<file path="config.mk">
export PLATFORM = sky130hd
export DESIGN_NAME = omp_result_reader
export DESIGN_NICKNAME = d
export VERILOG_FILES = /design/src/rtl/omp_pkg.sv /design/src/rtl/omp_sync_fifo.sv /design/src/rtl/omp_result_reader.sv
export SDC_FILE = /design/constraint.sdc
export NUM_CORES = 1
export LEC_CHECK = 0
export ABC_AREA = 1
export BUFFER_PORTS_ARGS = -buffer_cell sky130_fd_sc_hd__buf_2
export CAP_MARGIN = 30
export CORE_MARGIN = 2
export CORE_UTILIZATION = 55
export DETAILED_ROUTE_END_ITERATION = 7
export HOLD_SLACK_MARGIN = 0.08
export PLACE_DENSITY = 0.85
export SETUP_SLACK_MARGIN = 0.4
export SLEW_MARGIN = 20
export SYNTH_ARGS = -nofsm -noshare
export SYNTH_HDL_FRONTEND = slang
export SYNTH_SLANG_ARGS = --single-unit
</file>
<file path="constraint.sdc">
create_clock -name i_clk -period 3.7 [get_ports i_clk]
set_input_delay 0 -clock i_clk [delete_from_list [all_inputs] [get_ports i_clk]]
set_output_delay 0 -clock i_clk [all_outputs]
set_load 0.02 [all_outputs]
</file>
<file path="src/rtl/omp_pkg.sv">
// Shared constants and types for the OMP result reader: memory geometry,
// scan-state encoding and the (index, value) beat carried through the output buffer.
package omp_pkg;

    localparam int DEPTH  = 1024;
    localparam int ADDR_W = 10;
    localparam int DATA_W = 16;
    localparam int FIFO_D = 4;

    typedef enum logic [1:0] {
        ST_IDLE,
        ST_SCAN,
        ST_DRAIN,
        ST_DONE
    } omp_rd_state_t;

    typedef struct packed {
        logic [ADDR_W-1:0] index;
        logic [DATA_W-1:0] value;
    } omp_beat_t;

    localparam int BEAT_W = $bits(omp_beat_t);

endpackage

</file>
<file path="src/rtl/omp_sync_fifo.sv">
// Small synchronous FIFO with the head entry presented from storage registers,
// so the read side has no combinational path from the pop request.
module omp_sync_fifo #(
    parameter int WIDTH = 26,
    parameter int DEPTH = 4,
    localparam int CNT_W = $clog2(DEPTH) + 1
) (
    input  logic             i_clk,
    input  logic             i_reset,
    input  logic             i_push,
    input  logic [WIDTH-1:0] i_wdata,
    input  logic             i_pop,
    output logic             o_valid,
    output logic [WIDTH-1:0] o_rdata,
    output logic [CNT_W-1:0] o_count
);

    localparam int PTR_W = $clog2(DEPTH);

    logic [WIDTH-1:0] r_mem [DEPTH];
    logic [PTR_W-1:0] r_wptr;
    logic [PTR_W-1:0] r_rptr;
    logic [CNT_W-1:0] r_count;
    logic             w_do_push;
    logic             w_do_pop;

    // A push into a full buffer is accepted only when the head leaves in the same cycle.
    assign w_do_pop  = i_pop && (r_count != '0);
    assign w_do_push = i_push && ((r_count != CNT_W'(DEPTH)) || w_do_pop);

    always_ff @(posedge i_clk) begin
        if (w_do_push) begin
            r_mem[r_wptr] <= i_wdata;
        end
    end

    always_ff @(posedge i_clk) begin
        if (i_reset) begin
            r_wptr  <= '0;
            r_rptr  <= '0;
            r_count <= '0;
        end else begin
            if (w_do_push) begin
                r_wptr <= r_wptr + PTR_W'(1);
            end
            if (w_do_pop) begin
                r_rptr <= r_rptr + PTR_W'(1);
            end
            case ({w_do_push, w_do_pop})
                2'b10:   r_count <= r_count + CNT_W'(1);
                2'b01:   r_count <= r_count - CNT_W'(1);
                default: r_count <= r_count;
            endcase
        end
    end

    // Stale storage stays hidden behind zeros whenever the buffer is empty.
    assign o_valid = (r_count != '0);
    assign o_rdata = o_valid ? r_mem[r_rptr] : '0;
    assign o_count = r_count;

endmodule

</file>
<file path="src/rtl/omp_result_reader.sv">
// Scans the sparse coefficient memory after the reconstruction core finishes and
// streams the nonzero (index, value) pairs to the result sink over valid/ready.
module omp_result_reader
    import omp_pkg::*;
(
    input  logic              i_clk,
    input  logic              i_reset,
    input  logic              i_finish_flag,
    output logic              o_mem_rd_en,
    output logic [ADDR_W-1:0] o_mem_addr,
    input  logic [DATA_W-1:0] i_mem_rd_data,
    output logic              o_out_valid,
    input  logic              i_out_ready,
    output logic [ADDR_W-1:0] o_out_index,
    output logic [DATA_W-1:0] o_out_value,
    output logic              o_busy,
    output logic              o_done,
    output logic [ADDR_W:0]   o_nz_count
);

    localparam int CNT_W = $clog2(FIFO_D) + 1;

    omp_rd_state_t     r_state;
    omp_rd_state_t     w_next_state;
    logic [ADDR_W-1:0] r_addr;
    logic              r_tag_valid;
    logic [ADDR_W-1:0] r_tag_addr;
    logic [ADDR_W:0]   r_nz_count;

    logic [CNT_W-1:0]  w_fifo_count;
    logic              w_fifo_valid;
    logic [CNT_W:0]    w_occupancy;
    logic              w_credit_ok;
    logic              w_issue;
    logic              w_start;
    logic              w_push;
    logic              w_pop;
    omp_beat_t         w_push_beat;
    omp_beat_t         w_head_beat;

    // Buffered beats plus the read still in flight must leave room for its return.
    assign w_occupancy = {1'b0, w_fifo_count} + {{CNT_W{1'b0}}, r_tag_valid};
    assign w_credit_ok = (w_occupancy < (CNT_W + 1)'(FIFO_D));
    assign w_start     = (r_state == ST_IDLE) && i_finish_flag;

    always_comb begin
        w_next_state = r_state;
        w_issue      = 1'b0;
        o_busy       = (r_state != ST_IDLE);
        o_done       = (r_state == ST_DONE);
        case (r_state)
            ST_IDLE: begin
                if (i_finish_flag) begin
                    w_next_state = ST_SCAN;
                end
            end
            ST_SCAN: begin
                w_issue = w_credit_ok;
                if (w_credit_ok && (r_addr == ADDR_W'(DEPTH - 1))) begin
                    w_next_state = ST_DRAIN;
                end
            end
            ST_DRAIN: begin
                if (!r_tag_valid && (w_fifo_count == '0)) begin
                    w_next_state = ST_DONE;
                end
            end
            ST_DONE: begin
                w_next_state = ST_IDLE;
            end
            default: begin
                w_next_state = ST_IDLE;
            end
        endcase
    end

    always_ff @(posedge i_clk) begin
        if (i_reset) begin
            r_state <= ST_IDLE;
        end else begin
            r_state <= w_next_state;
        end
    end

    // The tag register remembers which address the returning read data belongs to.
    always_ff @(posedge i_clk) begin
        if (i_reset) begin
            r_addr      <= '0;
            r_tag_valid <= 1'b0;
            r_tag_addr  <= '0;
        end else begin
            if (w_start) begin
                r_addr <= '0;
            end else if (w_issue) begin
                r_addr <= r_addr + ADDR_W'(1);
            end
            r_tag_valid <= w_issue;
            r_tag_addr  <= r_addr;
        end
    end

    always_ff @(posedge i_clk) begin
        if (i_reset) begin
            r_nz_count <= '0;
        end else if (w_start) begin
            r_nz_count <= '0;
        end else if (w_pop) begin
            r_nz_count <= r_nz_count + (ADDR_W + 1)'(1);
        end
    end

    assign w_push      = r_tag_valid && (i_mem_rd_data != '0);
    assign w_push_beat = '{index: r_tag_addr, value: i_mem_rd_data};
    assign w_pop       = w_fifo_valid && i_out_ready;

    omp_sync_fifo #(
        .WIDTH (BEAT_W),
        .DEPTH (FIFO_D)
    ) u_fifo (
        .i_clk   (i_clk),
        .i_reset (i_reset),
        .i_push  (w_push),
        .i_wdata (w_push_beat),
        .i_pop   (w_pop),
        .o_valid (w_fifo_valid),
        .o_rdata (w_head_beat),
        .o_count (w_fifo_count)
    );

    assign o_mem_rd_en = w_issue;
    assign o_mem_addr  = r_addr;
    assign o_out_valid = w_fifo_valid;
    assign o_out_index = w_head_beat.index;
    assign o_out_value = w_head_beat.value;
    assign o_nz_count  = r_nz_count;

endmodule

</file>
==> results of run 1 <==
-- cell usage after synthesis, types with 6 or more instances --
cell type	n
nor2_1	139
dfxtp_1	43
inv_1	36
a21oi_1	51
nor3_1	6
nand3_1	6
o21ai_0	66
buf_2	8
nand2_1	34
edfxtp_1	104
ha_1	11
clkbuf_1	9
-- worst register-to-register path, cell delays in order (launching register included) --
cell           delay [ns]
dfxtp_1              0.39
inv_1                0.10
ha_1                 0.22
a21oi_1              0.55
o21ai_0              0.19
a21oi_1              0.16
dlygate4sd3_1        0.56
-- what timing repair did --
| action | in CTS | in global routing |
|---|---|---|
| endpoints found under the setup margin | 0 | 0 |
| hold endpoints to repair | 95 | 0 |
| hold buffers | 20 | 0 |
-- cell type report --
type                    instances  area, um^2
multi-input cells             352        1770
fillers                       815        3490
flip-flops and latches        147        3990
well taps                     140         175
clock buffers                  19         422
clock inverters                13         136
repair buffers                 96         596
inverters                      44         168
-- report_power, final --
group | internal [mW] | total, mW | switching, mW
Sequential | 1.90 | 2.00 | 0.0951
Clock | 0.956 | 1.60 | 0.648
Combinational | 0.427 | 1.48 | 1.06
-- worst min path at each step --
stage / slack, ns / to / cells after the start / from
finish: 0.26 / u_fifo.r_mem[0][15] / 2 / i_mem_rd_data[15]
global route: 0.25 / u_fifo.r_mem[3][2] / 2 / i_mem_rd_data[2]
CTS: 0.24 / u_fifo.r_mem[3][15] / 2 / i_mem_rd_data[15]
detailed placement: 0.24 / u_fifo.r_mem[1][12] / 1 / i_mem_rd_data[12]
global placement: 0.24 / u_fifo.r_mem[3][13] / 1 / i_mem_rd_data[13]
floorplan: 0.07 / r_tag_addr[9] / 1 / i_reset
-- per-layer routing --
layer	up-vias	track usage, %
met5	-	0
met4	0	7.60
met1	2051	27.8
met3	16	5.36
li1	2108	-
met2	173	39.1
-- metrics by stage --
step | total power [mW] | setup WS (ns) | utilization [%]
after floorplan | 3.03 | 1.45 | -
after global placement | 3.41 | 1.59 | 60.5
after detailed placement | 3.48 | 1.46 | 60.5
after CTS | 5.11 | 0.890 | 67.5
after global routing | 5.34 | 0.701 | 67.5
final | 5.08 | 0.825 | 67.5
-- cell usage in the layout, fill, tap and decap left out, types with 2 or more instances in the layout --
cell type / Yosys / final
edfxtp_1: 104 / 104
bufinv_16: 0 / 2
clkbuf_16: 0 / 16
nor3_2: 4 / 4
inv_2: 4 / 4
nand2_4: 4 / 4
inv_1: 36 / 36
clkinv_1: 3 / 5
nand2_2: 3 / 3
nand3_1: 6 / 6
nand3_2: 2 / 2
ha_1: 11 / 11
buf_4: 0 / 6
clkinv_4: 0 / 2
nor3_1: 6 / 6
dlygate4sd3_1: 0 / 20
nor2_2: 4 / 8
a21oi_1: 51 / 51
nand4_1: 4 / 4
nor2_4: 3 / 3
nor2_1: 139 / 135
buf_2: 8 / 70
xor2_1: 4 / 4
nand2_1: 34 / 34
o21ai_1: 4 / 4
o21ai_0: 66 / 66
dfxtp_1: 43 / 42
clkbuf_1: 9 / 2
clkinvlp_4: 0 / 5
-- flip-flops by register name, summed over array words and instances, names as in the netlist, named ones only --
register        flops
o_nz_count         11
u_fifo.r_mem      104
u_fifo.r_wptr       2
r_tag_valid         1
u_fifo.o_count      3
r_state             2
u_fifo.r_rptr       2
r_tag_addr         10
o_mem_addr         10
-- cells by family (layout without fill, tap and decap cells) --
family,count (synthesis),count (layout)
xor+xnor,5,5
compound gates,124,124
fa+ha+maj,12,12
simple gates,211,211
flops,147,147
buf+inv,65,172
==> metrics.md, run 1 <==
| Metric | Value |
|---|---|
| Residual DRC | 0 |
| Initial antenna violation count | 0 |
| Slowest CP cell | clkinv_1 |
| Cell Chain, Critical Path | buf_4 > clkinv_1 > nor2_1 > o21ai_0 > a21oi_1 > buf_2 |
| Worst EP required | 3.70 ns |
| Post-CTS setup buffers | 0 |
| CORE AREA | 10700 um^2 |
| Area grow syn2layout | 20.7% |
| Ant. Diodes | 0 |
| Placed instance area | 6500 um^2 |
| Fin cells | 811 |
| Clk root buf | clkbuf_8 |
| Netlist Area Pre-Place | 6010 um^2 |
| GPL Wtd Cong | 0.814 |
| Crit end category | primary output |
| Final Hold Viols | 0 |
| Maximum capacitance violations | 0 |
| Clock buffer count from CTS | 17 |
| CP Data Arrival Time | 2.88 ns |
| Clock Latency Late Sink | 0.52 ns |
| Crit-path leading delay family | buffers and inverters |
| Sink Count | 147 |
| Cell accounting for the most synthesized area | edfxtp_1 |
| Multiplexer area fraction after synthesis | 0% |
| Final Cycle Share | 77.7% |
| I/O pin cnt | 71 |
| Maximum vdd drop | 390 uV |
| Row cnt | 38 |
| Initial DRC Count | 341 |
| Wire length on met3 | 809 um |
| Top layer in use | met4 |
| Post-synth top area share | 51.9% |
| TritonRoute pass-1 iters | 5 |
| Die area | 11800 um^2 |
| Vias in the first global route | 4157 |
| CP max FO | 27 |
| Worst setup path category | reg2out |
| Worst path depth | 6 |
| Min Clock Period, post-route | 2.88 ns |
| Avg Cell Area, Syn | 10.7 um^2 |
| Nets | 690 |
| Die width | 109 um |
| Yosys Warn Count | 0 |
| CTS tree | done |
| Largest stage delay, worst path | 0.78 ns |
| Post-Route M1 WL | 5.16 mm |
| H-tree levels | 4 |
| Final WL | 12.7 mm |
| DRT antenna net count | 0 |
| Slew Limit Fails | 0 |
| Top achievable clock speed | 348 MHz |
| Clk slew on worst S/H paths | 0.06 ns |
| Gate Count Post-Synth | 564 |
| Vias per cell | 5.36 |
| Final Setup Violations | 0 |
| Largest net degree at the start of global routing | 53 |
| Area contributors post-synth | edfxtp_1 52%, dfxtp_1 14%, nor2_1 8.7% |
| HP Class | in2reg |
| Ys async rst share | 0% |
| GRT Overall Usage | 22.6% |
| Yosys reg bits | 147 |
| Max Clock Skew | 0.00882 ns |
| Startpoint Class | flop |
| Starting Density | 56.0% |
| First-pass GRT wire length | 20.1 mm |
| Critical path endpoint | o_out_index[9] |
| GRT overflow | 0 |
| Netlist cell types | 33 |
| Register-to-Register Path Depth | 6 |
| Worst hold slack | 0.258 ns |
| Setup TNS | 0 ns |
| Port bufs | 70 |
| Routed length per instance | 15.7 um |
| RSZ-0062 raised after global routing | false |
| Slew margin rel. | 41.0% |
| Synth Area in Adders | 2.62% |
| Cells after DPL | 759 |
| Reg-to-reg endpoint | o_nz_count[1] |
| Number of synthesized flops with an enable pin | 104 |
| Synthesized net count | 596 |
| CTS max path bufs | 2 |
| Pwr Density | 701 nW/um^2 |
| Worst-margin pin slew | 0.880 ns |
| Final Instance Area | 7260 um^2 |
| Main combinational cell family by area after synthesis | simple AND/OR/NAND/NOR gates |
| Met2 routed WL | 6.59 mm |
| WP buf/inv | 3 |
| Die Ht | 109 um |
| Post-detailed-placement half-perimeter wirelength | 7.91 mm |
| Synth Area in Compound Gates | 10.5% |
| Status | completed |
| P_leak | 2.74 nW |
| Seq/Total Area, Yosys | 66.3% |
| Vias | 4348 |
| Post-Synth XOR/XNOR Area | 0.728% |
| Setup slack, reg-to-reg | 1.47 ns |
| CTS resizes | 0 |
| Layout cell share with drive strength beyond 1 | 20.1% |
| FF-to-FF Start | r_state[0] |
| Synth Flop Type | edfxtp_1 |
| Simple-gate share of the synthesized area | 15.5% |
Note: power is estimated with default switching activity, not from simulation.
==> inputs of run 2 (changes only) <==
--- a/config.mk
+++ b/config.mk
@@ -9,10 +9,10 @@
 export BUFFER_PORTS_ARGS = -buffer_cell sky130_fd_sc_hd__buf_2
 export CAP_MARGIN = 30
 export CORE_MARGIN = 2
-export CORE_UTILIZATION = 55
+export CORE_UTILIZATION = 52
 export DETAILED_ROUTE_END_ITERATION = 7
 export HOLD_SLACK_MARGIN = 0.08
-export PLACE_DENSITY = 0.85
+export PLACE_DENSITY = 0.84
 export SETUP_SLACK_MARGIN = 0.4
 export SLEW_MARGIN = 20
 export SYNTH_ARGS = -nofsm -noshare
==> constraint.sdc (replaced) <==
create_clock -name i_clk -period 2.45 [get_ports i_clk]
set_input_delay 0 -clock i_clk [delete_from_list [all_inputs] [get_ports i_clk]]
set_output_delay 0 -clock i_clk [all_outputs]
set_load 0.02 [all_outputs]
==> run 2 against run 1 <==
Against the previous run:
- cell area is 1.0% higher
- total power is 54% higher
- sequential power is 51% higher
- worst hold slack better by 0.10 ns
- setup slack worse by 0.32 ns
- global-route usage is 0.98 points lower
- register-to-register slack worse by 0.97 ns
- non-clock buffer count is 5 higher
- critical path type is now reg2reg
- highest routed layer unchanged
==> metrics.md, run 2 (synthesis results as in run 1) <==
| Metric | Value |
|---|---|
| P_leak | 2.78 nW (+1.5%) |
| Hold worst-path end | u_fifo.r_mem[2][11] |
| Slew margin rel. | 69.2% (+28 points) |
| Setup WS pre-CTS | 0.472 ns (-0.989 ns) |
| Residual DRC | 0 (unchanged) |
| Routed length per instance | 16.0 um (+1.7%) |
| HP Class | in2reg |
| Min Clock Period, post-route | 1.95 ns |
| Port bufs | 70 (unchanged) |
| Status | completed |
| Ant. Diodes | 0 (unchanged) |
| Top achievable clock speed | 514 MHz |
| Vias | 4382 (+0.78%) |
| Post-detailed-placement half-perimeter wirelength | 8.07 mm (+2.0%) |
| Maximum capacitance violations | 0 (unchanged) |
| GPL Wtd Cong | 0.839 (+3.1%) |
| Fillers | 837 (+2.7%) |
| Worst Setup Slack, final | 0.503 ns (-0.321 ns) |
| Vias in the first global route | 4417 (+6.3%) |
| Reg-to-reg endpoint | o_nz_count[1] |
| Die area | 12400 um^2 (+5.6%) |
| FF-to-FF Start | r_state[0] |
| Worst-margin pin slew | 0.461 ns (-0.420 ns) |
| Startpoint Class | flop |
| Maximum vdd drop | 815 uV (+110%) |
| Most frequent cells in the layout | 135 x nor2_1, 104 x edfxtp_1, 70 x buf_2 |
| Register-to-Register Path Depth | 7 (+1) |
| Final WL | 13.1 mm (+2.7%) |
| Clock buffer count from CTS | 17 (unchanged) |
| Most frequent CP cell | a21oi_1 |
| Setup slack, reg-to-reg | 0.50 ns (-0.97 ns) |
| Row cnt | 39 (+2.6%) |
| GRT overflow | 0 (unchanged) |
| First-pass GRT wire length | 21.1 mm (+4.8%) |
| Slew Limit Fails | 0 (unchanged) |
| CTS max path bufs | 2 (unchanged) |
| Final Setup Violations | 0 (unchanged) |
| Setup TNS | 0 ns (unchanged) |
| Largest net degree at the start of global routing | 53 (unchanged) |
| TritonRoute pass-1 iters | 5 (unchanged) |
| Final Cycle Share | 79.5% |
| Hold path cells | 2 (unchanged) |
| Hold Path Origin | i_mem_rd_data[11] |
| Most common cell after layout, fill and taps aside | nor2_1 |
| Pwr Density | 1060 nW/um^2 (+52%) |
| Initial DRC Count | 302 (-11%) |
| Area taken by multi-input logic gates | 1780 um^2 (+0.42%) |
| Vias per cell | 5.35 (-0.20%) |
| Worst EP required | 2.81 ns (-0.89 ns) |
| Area grow syn2layout | 21.9% |
| Die width | 112 um (+2.7%) |
| Max FFs per register | 104 (unchanged) |
| Register area | 3990 um^2 (about the same) |
| GRT Overall Usage | 21.6% (-0.98 points) |
| Slowest CP cell | dlygate4sd3_1 |
| Nets | 695 (+0.72%) |
| DRT antenna net count | 0 (unchanged) |
| Die Ht | 112 um (+2.7%) |
| CORE AREA | 11400 um^2 (+5.8%) |
| RSZ-0062 raised after global routing | false |
| H-tree levels | 4 (unchanged) |
| CP Data Arrival Time | 2.30 ns (-0.58 ns) |
| Largest stage delay, worst path | 0.55 ns (-0.23 ns) |
| Layout cell share with drive strength beyond 1 | 21.7% (+1.6 points) |
| Top reg by flops | u_fifo.r_mem |
| Clk slew on worst S/H paths | 0.07 ns (about the same) |
| Post-CTS setup buffers | 0 (unchanged) |
| Crit-path leading delay family | buffers and inverters |
| Max Clock Skew | 0.00806 ns (-0.000751 ns) |
| Sink Count | 147 (unchanged) |
| Starting Density | 52.9% (-3.1 points) |
| Initial antenna violation count | 0 (unchanged) |
| Worst setup path category | reg2reg |
| WP buf/inv | 3 (unchanged) |
| Cell Chain, Critical Path | inv_1 > ha_1 > a21oi_1 > buf_4 > o21ai_0 > a21oi_1 > dlygate4sd3_1 |
| Crit end category | flop |
| Clk root buf | clkbuf_16 |
| CP max FO | 8 (-70%) |
| Clock Latency Late Sink | 0.41 ns (-0.11 ns) |
| CTS tree | done |
| I/O pin cnt | 71 (unchanged) |
| Final Hold Viols | 0 (unchanged) |
run 2: cell count changes in the layout (fill, tap and decap cells not counted), moves of 2 or more:
cell	previous run	this run
buf_4	6	10
clkbuf_1	2	0
clkinv_1	5	2
inv_6	1	5
run 2: stage by stage:
step	instance area, um^2	std cells	utilization, %	total power, mW	hold slack, ns
after detailed placement	6540	767	57.5	5.30	0.237
final	7330	819	64.5	7.81	0.359
after global routing	7330	819	64.5	8.21	0.368
after global placement	6540	767	57.5	5.19	0.231
after floorplan	6010	564	-	4.57	0.0724
after CTS	7310	819	64.3	7.81	0.347
run 2: how the worst max path moves through the flow:
stage / start / to / slack [ns] / cells past startpoint
3_3_place_gp: u_fifo.o_count[0] / u_fifo.o_count[2] / 0.63 / 13
5_1_grt: u_fifo.o_count[1] / u_fifo.o_count[2] / 0.40 / 13
4_1_cts: flop / o_out_value[14] / 0.41 / 6
3_5_place_dp: u_fifo.o_count[0] / u_fifo.o_count[2] / 0.47 / 13
6_report: r_state[0] / o_nz_count[1] / 0.50 / 7
2_1_floorplan: u_fifo.o_count[0] / u_fifo.r_mem[0][0] / 0.20 / 4
run 2: layout make-up:
type	count	share of cell area, %
multi-input combinational	352	24.3
tap	143	2.44
inverter	44	2.39
clock buffer	17	5.80
clock inverter	15	1.98
timing repair buffer	101	8.69
sequential	147	54.4
run 2: what timing repair did:
item | CTS | global route
cloned | 0 | 0
setup endpoints to repair | 25 | 18
endpoints found under the hold margin | 87 | 0
hold buffers | 20 | 0
gates resized for setup | 2 | 6
run 2: power breakdown:
| part | total (mW) | internal (mW) | switching [mW] | leakage (nW) |
|---|---|---|---|---|
| combinational | 2.33 | 0.698 | 1.63 | 1.21 |
| sequential | 3.01 | 2.87 | 0.142 | 1.30 |
| clock | 2.46 | 1.42 | 1.05 | 0.267 |
run 2: per-layer routing:
layer	wire length (um)	part of all wire (%)	vias to the layer above	global-route usage (%)
li1	-	-	2117	-
met1	5380	41	2089	26.9
met2	6760	52	158	38.0
met3	745	5.7	18	4.52
met4	204	1.6	0	6.75
met5	0	0	-	0
